`src/rtl/membus_arbiter_pkg.sv`:
```
// Shared core bus definitions (package eei) used by the memory bus arbiter.
package eei;

  localparam int XLEN              = 64;
  localparam int MEMBUS_DATA_WIDTH = 64;
  localparam int MEMBUS_MASK_WIDTH = MEMBUS_DATA_WIDTH / 8;

  typedef enum logic [1:0] {
    OWN_NONE = 2'd0,
    OWN_I    = 2'd1,
    OWN_D    = 2'd2
  } MemOwner;

  typedef enum logic [1:0] {
    IDLE   = 2'd0,
    WAIT_I = 2'd1,
    WAIT_D = 2'd2
  } arb_state_e;

endpackage

```
`src/rtl/membus_arbiter.sv`:
```
// Two-to-one ibus/dbus arbiter for the single-outstanding core memory bus.
// Optional macro MEMBUS_ARBITER_ANTI_STARVE_EN bounds consecutive dbus wins while ibus waits.
module membus_arbiter
  import eei::*;
#(
  parameter int ADDR_WIDTH   = XLEN,
  parameter int DATA_WIDTH   = MEMBUS_DATA_WIDTH,
  parameter int STARVE_LIMIT = 4
) (
  input  logic                    clk,
  input  logic                    rst,
  input  logic                    ibus_valid,
  output logic                    ibus_ready,
  input  logic [ADDR_WIDTH-1:0]   ibus_addr,
  output logic                    ibus_rvalid,
  output logic [DATA_WIDTH-1:0]   ibus_rdata,
  input  logic                    dbus_valid,
  output logic                    dbus_ready,
  input  logic [ADDR_WIDTH-1:0]   dbus_addr,
  input  logic                    dbus_wen,
  input  logic [DATA_WIDTH-1:0]   dbus_wdata,
  input  logic [DATA_WIDTH/8-1:0] dbus_wmask,
  output logic                    dbus_rvalid,
  output logic [DATA_WIDTH-1:0]   dbus_rdata,
  output logic                    mbus_valid,
  input  logic                    mbus_ready,
  output logic [ADDR_WIDTH-1:0]   mbus_addr,
  output logic                    mbus_wen,
  output logic [DATA_WIDTH-1:0]   mbus_wdata,
  output logic [DATA_WIDTH/8-1:0] mbus_wmask,
  input  logic                    mbus_rvalid,
  input  logic [DATA_WIDTH-1:0]   mbus_rdata
);

  arb_state_e state, next_state;
  logic       free;
  logic       grant_i;
  logic       grant_d;
  logic       prio_i;

`ifdef MEMBUS_ARBITER_ANTI_STARVE_EN
  localparam int CNT_RAW = $clog2(STARVE_LIMIT + 1);
  localparam int CNT_W   = (CNT_RAW < 3) ? 3 : CNT_RAW;

  logic [CNT_W-1:0] starve_cnt;

  // Count dbus acceptances that happened while ibus was left waiting.
  always_ff @(posedge clk or posedge rst) begin
    if (rst) begin
      starve_cnt <= {CNT_W{1'b0}};
    end else if (!ibus_valid || (grant_i && mbus_ready)) begin
      starve_cnt <= {CNT_W{1'b0}};
    end else if (grant_d && mbus_ready && (starve_cnt != CNT_W'(STARVE_LIMIT))) begin
      starve_cnt <= starve_cnt + CNT_W'(1);
    end else begin
      starve_cnt <= starve_cnt;
    end
  end

  assign prio_i = (starve_cnt == CNT_W'(STARVE_LIMIT));
`else
  logic unused_starve_limit;
  assign unused_starve_limit = (STARVE_LIMIT == 0);
  assign prio_i = 1'b0;
`endif

  // Outstanding-transaction state register.
  always_ff @(posedge clk or posedge rst) begin
    if (rst) begin
      state <= IDLE;
    end else begin
      state <= next_state;
    end
  end

  // Grant, request mux, response routing and next state.
  always_comb begin
    free        = (state == IDLE) | mbus_rvalid;
    grant_d     = free & dbus_valid & ~(prio_i & ibus_valid);
    grant_i     = free & ibus_valid & ~grant_d;
    next_state  = state;
    mbus_addr   = {ADDR_WIDTH{1'b0}};
    mbus_wen    = 1'b0;
    mbus_wdata  = {DATA_WIDTH{1'b0}};
    mbus_wmask  = {(DATA_WIDTH/8){1'b0}};
    ibus_rvalid = 1'b0;
    dbus_rvalid = 1'b0;

    if (grant_d) begin
      mbus_addr  = dbus_addr;
      mbus_wen   = dbus_wen;
      mbus_wdata = dbus_wdata;
      mbus_wmask = dbus_wmask;
    end else if (grant_i) begin
      mbus_addr  = ibus_addr;
    end else begin
      mbus_addr  = {ADDR_WIDTH{1'b0}};
    end

    // A response retires the owner; a stray response in IDLE goes nowhere.
    case (state)
      WAIT_I: begin
        ibus_rvalid = mbus_rvalid & ~rst;
        if (mbus_rvalid) next_state = IDLE;
        else             next_state = WAIT_I;
      end
      WAIT_D: begin
        dbus_rvalid = mbus_rvalid & ~rst;
        if (mbus_rvalid) next_state = IDLE;
        else             next_state = WAIT_D;
      end
      default: begin
        next_state = IDLE;
      end
    endcase

    if ((grant_i | grant_d) && mbus_ready) begin
      next_state = grant_d ? WAIT_D : WAIT_I;
    end else begin
      next_state = next_state;
    end
  end

  assign mbus_valid = (grant_i | grant_d) & ~rst;
  assign ibus_ready = grant_i & mbus_ready & ~rst;
  assign dbus_ready = grant_d & mbus_ready & ~rst;
  assign ibus_rdata = mbus_rdata;
  assign dbus_rdata = mbus_rdata;

endmodule

```
`config.mk`:
```
export PLATFORM = sky130hd
export DESIGN_NAME = membus_arbiter
export DESIGN_NICKNAME = d
export VERILOG_FILES = /design/src/rtl/membus_arbiter_pkg.sv /design/src/rtl/membus_arbiter.sv
export SDC_FILE = /design/constraint.sdc
export NUM_CORES = 1
export LEC_CHECK = 0
export CORE_AREA = 2 2 210 212
export DETAILED_ROUTE_END_ITERATION = 8
export DIE_AREA = 0 0 212 214
export SLEW_MARGIN = 20
export SYNTH_ARGS = -nofsm -noshare
export SYNTH_HDL_FRONTEND = slang
export SYNTH_SLANG_ARGS = --single-unit
export TNS_END_PERCENT = 50
```
`constraint.sdc`:
```
create_clock -name clk -period 3.5 [get_ports clk]
set_input_delay 0.525 -clock clk [delete_from_list [all_inputs] [get_ports clk]]
set_output_delay 0.525 -clock clk [all_outputs]
set_load 0.005 [all_outputs]
```
==> run summary, run 1 <==
======================================================================================
Cell-by-cell trace of the critical path                                   clkdlybuf4s50_1 -> nor2b_4 -> buf_12 -> a22o_1 -> clkdlybuf4s50_1
Total design power                                                              905 uW
Maximum fanout count along the critical path                                        77
Final std cells w/o fill                                                          1111
Cell type with the largest total area after synthesis                     sky130_fd_sc_hd__buf_4
Post-cts sizing count                                                                0
Number of hold buffers added after CTS                                               0
Sequential area share after synthesis                                           0.0214
Minimum period implied by the final worst setup slack                          3130 ps
Cell type of the slowest stage on the worst timing path                   sky130_fd_sc_hd__clkdlybuf4s50_1
Number of cell rows                                                                 76
Die width                                                                       212 um
Cell types with the largest area share after synthesis                    sky130_fd_sc_hd__buf_4, sky130_fd_sc_hd__a22o_1, sky130_fd_sc_hd__and2_1
Reported max-cap violation count                                                     0
H-tree depth                                                                         1
Worst Setup Path Type                                                        in -> out
Core utilization of the finished layout                                          0.131
Final net count                                                                    792
Vias per Instance                                                                 2.73
Cell area power density                                                    161 nW/um^2
Cell repeated most along the worst path                                   sky130_fd_sc_hd__clkdlybuf4s50_1
First-pass iteration count of the detailed router                                    4
IO Pins                                                                            541
Clock latency of the later-clocked register in the worst-skew pair              220 ps
Number of buffers and inverters on the critical path                                 3
Number of global-route vias before repair                                         3260
Worst slew pin tran                                                             340 ps
CTS clk-pin slew, worst paths                                                    30 ps
Total die area                                                             45400 sq um
Sum of negative setup slack                                                       0 ps
Remaining antenna violation count                                                    0
Number of vias in the routed layout                                               3031
Congestion Overflow GR                                                               0
Reg-to-reg critical path startpoint                                       state[1]$_DFF_PP0_
Cts bufs inserted                                                                    3
Number of nets in the synthesized netlist                                          585
Most flop-heavy register                                                         state
Root buffer cell                                                          sky130_fd_sc_hd__clkbuf_16
LEAKAGE                                                                        1.94 nW
Skew final                                                                     2.72 ps
Count of buffers from port buffering                                               348
RSZ-0062 raised after global routing                                             false
Max-slew violation total from the final report                                       0
Most utilized layer in the global route result                                    met2
Synthesized cell area                                                       2340 sq um
Initial cell density of the core                                                0.0546
Highest attainable clock frequency                                             319 MHz
Met2 capacity usage during global routing                                        0.117
Final Hold Violating Endpoints                                                       0
Final HPWL DP                                                                  15.4 mm
Count of unresolved DRC violations after routing                                     0
Reg-to-reg critical path endpoint                                         state[1]$_DFF_PP0_
Number of antenna violations at the first check in global routing                   19
Worst reg-to-reg path cell count                                                     6
Number of storage elements in the synthesis netlist                                  2
Standard cell area after detailed placement                                 5530 sq um
TritonCTS clock tree                                                              done
Worst min-delay path category                                              in -> async
Flop-to-flop setup slack                                                       2050 ps
Worst Setup Start Kind                                                       input pin
CP arrival                                                                     2610 ps
Critical path capture point type                                            output pin
Total wirelength of the detailed-routed design                                 17.5 mm
Total of endpoints with negative setup slack in the final report                     0
Area share of the leading cell type in the synthesized netlist                   0.420
Maximum number of pins on one net before global-route repair                        78
GPL Wtd Cong                                                                     0.774
Warning count from the yosys run                                                     0
Flip-flop count of the largest register, all copies and words added                  2
Die Ht                                                                          214 um
Average detailed-routed wire length per instance                               15.7 um
Share of layout cells above drive strength 1                                    0.0194
Mapped Cells                                                                       311
Floorplan Core Area                                                        42900 sq um
Clock sink count                                                                     2
Maximum VDD drop                                                             0.0953 mV
Initial DRC Count                                                                   90
Total GRT Usage                                                                 0.0704
Largest stage delay on the critical path                                        650 ps
Synth-to-Final Area Change                                                        141%
Number of buffers inserted by post-CTS setup repair                                  0
Met3 Resource Use GR                                                            0.0465
Met1 demand-to-capacity share in global routing                                 0.0633
Registers with the most flip-flops                                        state: 2 flops
Final critical-path share of the clock period                                    0.895
Number of distinct standard cells referenced by the synthesized netlist             21
Dpl cells                                                                         1098
First-pass GRT wire length                                                     22.5 mm
Final instance area                                                         5630 sq um
Relative slew slack                                                              0.773
Outcome                                                                   finished clean
Mean Syn Cell Area                                                          7.53 sq um
Worst endpoint required time                                                   2970 ps
Largest delay share family, worst path                                    buffers and inverters
Number of buffers on the longest clock path                                          2
======================================================================================
-- per-stage QoR --
step	setup slack, ps	hold WS, ps
CTS	367	553
global placement	383	774
finish	369	557
detailed placement	373	783
floorplan	1610	288
global route	311	566
-- final cells by class --
type                       count  area, sq um
inverter                       4         15.0
multi-input combinational    155         1170
tap                          585          732
clock buffer                   3         75.1
antenna                       10         25.0
fill                        4872        37300
sequential                     2         50.0
timing repair buffer         352         3560
-- worst max-delay path by stage --
stage,startpoint,to,depth (start not counted)
global placement,dbus_valid,mbus_addr[38],5
CTS,dbus_valid,mbus_addr[38],5
finish,dbus_valid,mbus_addr[38],5
global route,dbus_valid,mbus_addr[38],5
detailed placement,dbus_valid,mbus_addr[38],5
floorplan,state[0]$_DFF_PP0_,mbus_addr[28],7
-- synthesized netlist by cell type --
cell type / count
sky130_fd_sc_hd__buf_4: 131
sky130_fd_sc_hd__and2_1: 73
sky130_fd_sc_hd__a22o_1: 64
sky130_fd_sc_hd__clkbuf_2: 7
sky130_fd_sc_hd__buf_2: 6
sky130_fd_sc_hd__buf_6: 5
sky130_fd_sc_hd__and3_1: 4
sky130_fd_sc_hd__inv_1: 4
sky130_fd_sc_hd__ha_1: 3
sky130_fd_sc_hd__dfrtp_1: 2
sky130_fd_sc_hd__nand2_1: 2
sky130_fd_sc_hd__a21o_1: 1
sky130_fd_sc_hd__a311o_1: 1
sky130_fd_sc_hd__a311oi_1: 1
sky130_fd_sc_hd__clkbuf_1: 1
sky130_fd_sc_hd__nor2_1: 1
sky130_fd_sc_hd__nor2_4: 1
sky130_fd_sc_hd__nor2b_4: 1
sky130_fd_sc_hd__nor3_1: 1
sky130_fd_sc_hd__nor3b_2: 1
sky130_fd_sc_hd__o31ai_1: 1
-- where the power goes --
group / internal [mW] / switching (mW)
Clock: 0.145 / 0.0255
Sequential: 0.0251 / 0.000936
Combinational: 0.493 / 0.215
-- cell families (layout without fill, tap and decap cells) --
logic type               count (synthesis)  in the layout  synth area share
buffers and inverters                  154            359             0.480
AND/OR/NAND/NOR                         84             84             0.229
other                                    0             10                 0
adder cells (fa/ha/maj)                  3              3            0.0160
AO/OA/AOI/OAI                           68             68             0.254
flip-flops                               2              2            0.0214
-- cell usage in the layout, fill, tap and decap left out, types with 2 or more instances in the layout --
cell | Yosys | final
sky130_fd_sc_hd__a22o_1 | 64 | 64
sky130_fd_sc_hd__and3_1 | 4 | 4
sky130_fd_sc_hd__nand2_1 | 2 | 2
sky130_fd_sc_hd__clkbuf_16 | 0 | 3
sky130_fd_sc_hd__and2_1 | 73 | 73
sky130_fd_sc_hd__clkdlybuf4s50_1 | 0 | 348
sky130_fd_sc_hd__inv_1 | 4 | 4
sky130_fd_sc_hd__buf_12 | 0 | 4
sky130_fd_sc_hd__dfrtp_1 | 2 | 2
sky130_fd_sc_hd__diode_2 | 0 | 10
sky130_fd_sc_hd__ha_1 | 3 | 3
-- layer usage --
layer / vias up / wire length [um] / share of wire
li1: 1348 / - / -
met1: 1283 / 5940 / 0.34
met2: 289 / 7820 / 0.45
met3: 97 / 2570 / 0.15
met4: 14 / 1070 / 0.061
met5: - / 101 / 0.0058
-- worst register-to-register path: cells and delay by family (launching register included) --
kind                     cells  cell delay, ps
buffers and inverters        2             350
adder cells (fa/ha/maj)      1             240
AND/OR/NAND/NOR              2             260
flip-flops                   1             370
AO/OA/AOI/OAI                1             180
No activity file was read; power rests on OpenSTA's default activity.
==> inputs of run 2 (changes only) <==
--- a/config.mk
+++ b/config.mk
@@ -8,7 +8,7 @@
 export CORE_AREA = 2 2 210 212
 export DETAILED_ROUTE_END_ITERATION = 8
 export DIE_AREA = 0 0 212 214
-export SLEW_MARGIN = 20
+export SLEW_MARGIN = 5
 export SYNTH_ARGS = -nofsm -noshare
 export SYNTH_HDL_FRONTEND = slang
 export SYNTH_SLANG_ARGS = --single-unit
==> results of run 2 <==
Same layout as run 1: the final DEF is identical, and so are final timing and power.
==> inputs of run 3 (changes only) <==
--- a/config.mk
+++ b/config.mk
@@ -8,6 +8,7 @@
 export CORE_AREA = 2 2 210 212
 export DETAILED_ROUTE_END_ITERATION = 8
 export DIE_AREA = 0 0 212 214
+export SKIP_CTS_REPAIR_TIMING = 1
 export SLEW_MARGIN = 5
 export SYNTH_ARGS = -nofsm -noshare
 export SYNTH_HDL_FRONTEND = slang
==> results of run 3 <==
Same layout as run 1: the final DEF is identical, and so are final timing and power.
